File: src/rtl/fifo_burst_reader.sv
// Read-side burst controller for a registered-output FIFO: pops a fixed number of
// words, absorbs the one-cycle read latency and streams them through a 2-entry skid buffer.
module fifo_burst_reader #(
  parameter int unsigned WIDTH  = 32,
  parameter int unsigned LENGTH = 32
) (
  input  logic                       clk,
  input  logic                       rst,
  input  logic                       start,
  input  logic [$clog2(LENGTH):0]    burst_len,
  output logic                       busy,
  output logic                       done,
  input  logic                       fifo_empty,
  output logic                       fifo_rd_en,
  input  logic [WIDTH-1:0]           fifo_rd_data,
  output logic                       m_valid,
  input  logic                       m_ready,
  output logic [WIDTH-1:0]           m_data,
  output logic                       m_last
);

  localparam int unsigned LW = $clog2(LENGTH) + 1;

  typedef enum logic [1:0] {
    IDLE  = 2'd0,
    READ  = 2'd1,
    FLUSH = 2'd2,
    DONE  = 2'd3
  } state_t;

  state_t            state_q, state_d;
  logic [LW-1:0]     len_q;
  logic [LW-1:0]     issued_q;
  logic [LW-1:0]     sent_q;
  logic              inflight_q;
  logic [1:0]        occ_q;
  logic [WIDTH-1:0]  buf0_q, buf1_q;

  logic              rd_en;
  logic              pop;
  logic              flush_done;
  logic [2:0]        pending;

  assign m_valid    = (occ_q != 2'd0);
  assign m_data     = buf0_q;
  assign m_last     = m_valid & (sent_q == len_q - LW'(1));
  assign pop        = m_valid & m_ready;
  assign busy       = (state_q != IDLE);
  assign done       = (state_q == DONE);
  assign fifo_rd_en = rd_en;

  // Words owned by the skid buffer after this cycle, before any new read is issued
  assign pending    = 3'(occ_q) + 3'(inflight_q) - 3'(pop);

  // The final pop can finish the burst directly, so done follows the last beat by one cycle
  assign flush_done = (sent_q == len_q) | (pop & m_last);

  // State register
  always_ff @(posedge clk or posedge rst) begin
    if (rst) begin
      state_q <= IDLE;
    end else begin
      state_q <= state_d;
    end
  end

  // Next-state and read strobe
  always_comb begin
    state_d = state_q;
    rd_en   = 1'b0;
    case (state_q)
      IDLE: begin
        if (start) begin
          state_d = (burst_len == '0) ? DONE : READ;
        end
      end
      READ: begin
        rd_en = !fifo_empty && (issued_q < len_q) && (pending < 3'd2);
        if (rd_en && (issued_q == len_q - LW'(1))) begin
          state_d = FLUSH;
        end
      end
      FLUSH: begin
        if (flush_done) begin
          state_d = DONE;
        end
      end
      DONE: begin
        state_d = IDLE;
      end
      default: begin
        state_d = IDLE;
      end
    endcase
  end

  // Burst length capture, issue/send counters and read-latency tracking
  always_ff @(posedge clk or posedge rst) begin
    if (rst) begin
      len_q      <= '0;
      issued_q   <= '0;
      sent_q     <= '0;
      inflight_q <= 1'b0;
    end else begin
      if ((state_q == IDLE) && start) begin
        len_q    <= burst_len;
        issued_q <= '0;
        sent_q   <= '0;
      end else begin
        if (rd_en) begin
          issued_q <= issued_q + LW'(1);
        end
        if (pop) begin
          sent_q <= sent_q + LW'(1);
        end
      end
      inflight_q <= rd_en;
    end
  end

  // Two-entry skid buffer; buf0_q is always the head
  always_ff @(posedge clk or posedge rst) begin
    if (rst) begin
      occ_q  <= 2'd0;
      buf0_q <= '0;
      buf1_q <= '0;
    end else begin
      case ({inflight_q, pop})
        2'b10: begin
          if (occ_q == 2'd0) begin
            buf0_q <= fifo_rd_data;
          end else begin
            buf1_q <= fifo_rd_data;
          end
          occ_q <= occ_q + 2'd1;
        end
        2'b01: begin
          buf0_q <= buf1_q;
          occ_q  <= occ_q - 2'd1;
        end
        2'b11: begin
          if (occ_q == 2'd1) begin
            buf0_q <= fifo_rd_data;
          end else begin
            buf0_q <= buf1_q;
            buf1_q <= fifo_rd_data;
          end
        end
        default: begin
          occ_q <= occ_q;
        end
      endcase
    end
  end

endmodule

File: config.mk
export PLATFORM = sky130hd
export DESIGN_NAME = fifo_burst_reader
export DESIGN_NICKNAME = d
export VERILOG_FILES = /design/src/rtl/fifo_burst_reader.sv
export SDC_FILE = /design/constraint.sdc
export NUM_CORES = 1
export LEC_CHECK = 0
export ABC_AREA = 1
export BUFFER_PORTS_ARGS = -buffer_cell sky130_fd_sc_hd__buf_2
export CAP_MARGIN = 25
export CORE_ASPECT_RATIO = 0.6
export CORE_MARGIN = 2
export CORE_UTILIZATION = 53
export CTS_BUF_LIST = sky130_fd_sc_hd__clkbuf_4
export DETAILED_ROUTE_END_ITERATION = 8
export GPL_TIMING_DRIVEN = 0
export PLACE_DENSITY = 0.84
export RECOVER_POWER = 50
export SETUP_SLACK_MARGIN = 0.2
export SYNTH_ARGS = -nofsm -noshare
export SYNTH_HDL_FRONTEND = slang
export SYNTH_SLANG_ARGS = --single-unit
File: constraint.sdc
create_clock -name clk -period 2.3 [get_ports clk]
set_input_delay 0 -clock clk [delete_from_list [all_inputs] [get_ports clk]]
set_output_delay 0 -clock clk [all_outputs]
set_load 0.005 [all_outputs]
==> summary.md <==
| Metric | Value |
|---|---|
| R2r endpoint | `state_q[1]$_DFFE_PP0P_` |
| Cell Pwr Density | `1230 nW/um^2` |
| Gr ovfl total | `0` |
| Initial Util | `0.554` |
| Design area | `roughly 6200 sq um` |
| CP Class | `flop to output port` |
| # setup viols final | `6` |
| Max incr delay on CP | `0.54 ns` |
| Final Non-Filler Cells | `between 800 and 900` |
| FILL cells | `628` |
| Core outline area | `8650 sq um` |
| Cell taking the most area after synthesis | `dfrtp_1` |
| R2r setup slk | `-0.07 ns` |
| Cell Area, Placed | `5410 sq um` |
| Maximum vdd drop | `0.664 mV` |
| Vias per Instance | `~5.3` |
| DP Worst Slack | `-0.185 ns` |
| Router iterations before antenna repair | `5` |
| Largest net degree at the start of global routing | `41` |
| Root Buffer | `clkbuf_4` |
| Die Area | `roughly 9800 sq um` |
| Synth cell types | `33` |
| DR DRC count | `0` |
| Total wire length | `approximately 12 mm` |
| Worst hold margin | `0.0593 ns` |
| Core Util, Final | `0.719` |
| Syn Inst Count | `around 550` |
| Post-synth EDFFs | `0` |
| Via count | `4,319` |
| Slew @ Worst Pin | `just under 1 ns` |
| Buffers on Ports | `79` |
| H-tree levels | `3` |
| Cts bufs inserted | `9` |
| Required @ worst endpoint | `between 2 and 2.5 ns` |
| Synth async-reset ratio | `1.00` |
| Nets | `roughly 760` |
| Failing checks | `negative setup slack` |
| Synth Register Bits | `slightly below 90` |
| Clock skew | `~0.015 ns` |
| Vias in the first global route | `4,351` |
| Power Total | `between 7 and 8 mW` |
| RR Startpoint | `occ_q[0]$_DFFE_PP0P_` |
| Post-synthesis sequential area ratio | `0.454` |
| Setup ws final | `-0.0917 ns` |
| Yosys top cell area share | `0.454` |
| Most area-consuming cells after synthesis | `dfrtp_1 (45%), nand2_1 (9.1%), inv_1 (8.6%)` |
| Antenna-violating nets left | `0` |
| Area growth, synth to finish | `29.9%` |
| Post-synth top cells | `nand2_1 (116), inv_1 (110), dfrtp_1 (87)` |
| Critical Path End Type | `output port` |
| Synth Net Count | `614` |
| Met1 GRT Util | `0.365` |
| Slowest stage cell, crit path | `fa_2` |
| RSZ-0062 raised after global routing | `true` |
| Sum Neg Setup Slack | `-0.316 ns` |
| Min Tclk post-route | `~2.4 ns` |
| Antenna Cells | `0` |
| Starting DRT DRC Count | `roughly 260` |
| Critical Path Start Type | `flop` |
| Final Hold Vio Count | `0` |
| Max-cap violations | `0` |
| Wire per inst | `15.1 um` |
| Placed insts | `745` |
| CTS clk-pin slew, worst paths | `roughly 0.14 ns` |
| Total GRT Usage | `0.267` |
| TritonCTS clock tree | `built` |
| Count leader, synth | `nand2_1` |
| Layout cells sized above 1 | `0.283` |
| Max Clock Freq | `between 400 and 500 MHz` |
| CTS Buffer Depth | `2` |
| GRT met2 Usage | `0.434` |
| Clk_lat worst skew | `0.45 ns` |
| Crit-path cells | `inv_2, ha_4, inv_6, nand2_8, inv_8, nor2_4, o21ai_2, fa_2, nand2_2, nor2_4, nand2_4, inv_4, buf_6` |
| LEAKAGE | `3.03 nW` |
| Worst Reg2Reg Path Length in Cells | `17` |
| Synth Warn # | `0` |
| Final Max Slew Viols | `0` |
| Num ports | `80` |
| Tcrit/Tclk final | `1.04` |
| Mapped cell area | `4790 sq um` |
| Status | `complete, but fails checks` |
| Slew HR | `0.352` |
| Most frequent CP cell | `nor2_4` |
| Post-synth top flop | `dfrtp_1` |
| Site Rows | `26` |
| Grt peak-use layer | `met2` |
| First-pass GRT wire length | `20.8 mm` |
| Post-detail-place hpwl | `between 8 and 9 mm` |
| Worst min-delay path class | `input pin to async pin` |
| Die width | `roughly 130 um` |
| Height of the die | `roughly 78 um` |
| Clock sink count | `between 80 and 90` |
| CP Max Fanout | `3` |
| Gpl congestion | `just under 0.9` |
| Crit path DAT | `around 2.4 ns` |
| Initial antenna violation count | `0` |
| Met3 Usage GRT | `0.0600` |
| Avg Cell Area, Syn | `~8.7 sq um` |
## logic make-up after synthesis
kind of cell / count (synthesis) / synth area share
adders and majority gates: 19 / 0.0512
AOI/OAI and AO/OA: 125 / 0.202
DFF: 87 / 0.454
and+or+nand+nor: 180 / 0.157
xor gates and xnor gates: 6 / 0.0110
buffers and inverters: 135 / 0.124
## critical path: cells and delay by family (launching register included)
family | cells | cell delay, ns
compound gates | 1 | 0.06
fa+ha+maj | 2 | 0.69
buf+inv | 5 | 0.30
flops | 1 | 0.44
simple gates | 5 | 0.43
## power breakdown
part | leakage (nW) | internal (mW) | switching [mW]
Clock | 0.0700 | 0.331 | 0.554
Combinational | 1.93 | 1.84 | 2.33
Sequential | 1.03 | 2.22 | 0.396
Total | 3.03 | 4.39 | 3.28
## layer usage
| metal | vias to the layer above | wire (um) |
|---|---|---|
| met5 | - | 0 |
| met4 | 0 | 195 |
| met3 | 20 | 662 |
| met2 | 132 | 5640 |
| met1 | 2074 | 5810 |
| li1 | 2093 | - |
## flip-flops by register name, summed over array words and instances, names as in the netlist
signal	count
buf1_q	32
inflight_q	1
sent_q	6
state_q	2
issued_q	6
m_data	32
len_q	6
occ_q	2
## layout by cell type (no fill, tap or decap), types with 5 or more instances in the layout
cell	n
ha_1	15
nor3_1	5
nor2_1	20
o221ai_1	24
buf_6	16
nand4_1	5
buf_2	80
dfrtp_1	85
nand3_1	12
o221ai_2	8
o21ai_1	13
o21ai_2	24
inv_1	105
nand2_1	113
dlygate4sd3_1	40
buf_4	15
clkbuf_1	6
o21ai_0	14
clkbuf_4	10
a21oi_1	5
o21a_1	33
## final cells by class
cell class                 count  area [sq um]  share of cell area
buffer                        22           180              0.0290
timing repair buffer         138           953               0.153
clock inverter                 7          71.3              0.0115
sequential                    87          2180               0.350
multi-input combinational    330          2190               0.352
clock buffer                   9          67.6              0.0109
tap                          112           140              0.0225
inverter                     113           440              0.0708
## how the worst max path moves through the flow
stage / from / endpoint / slack (ns) / cells after the start
after global routing: occ_q[0]$_DFFE_PP0P_ / fifo_rd_en / -0.22 / 14
after floorplan: occ_q[1]$_DFFE_PP0P_ / issued_q[3]$_DFFE_PP0P_ / 0.1 / 13
after detailed placement: occ_q[1]$_DFFE_PP0P_ / state_q[0]$_DFFE_PP0P_ / -0.18 / 14
final: occ_q[0]$_DFFE_PP0P_ / fifo_rd_en / -0.09 / 13
after CTS: occ_q[0]$_DFFE_PP0P_ / fifo_rd_en / -0.09 / 13
after global placement: occ_q[1]$_DFFE_PP0P_ / state_q[1]$_DFFE_PP0P_ / -0.09 / 14
## repair_timing
action                                  in CTS  in global routing
hold buffers                                40                  0
hold endpoints to repair                   161                  0
resized for setup                           23                 24
endpoints found under the setup margin      35                 41
pin swaps                                    7                  3
buffers inserted                            11                  6
No activity file was read; power rests on OpenSTA's default activity.
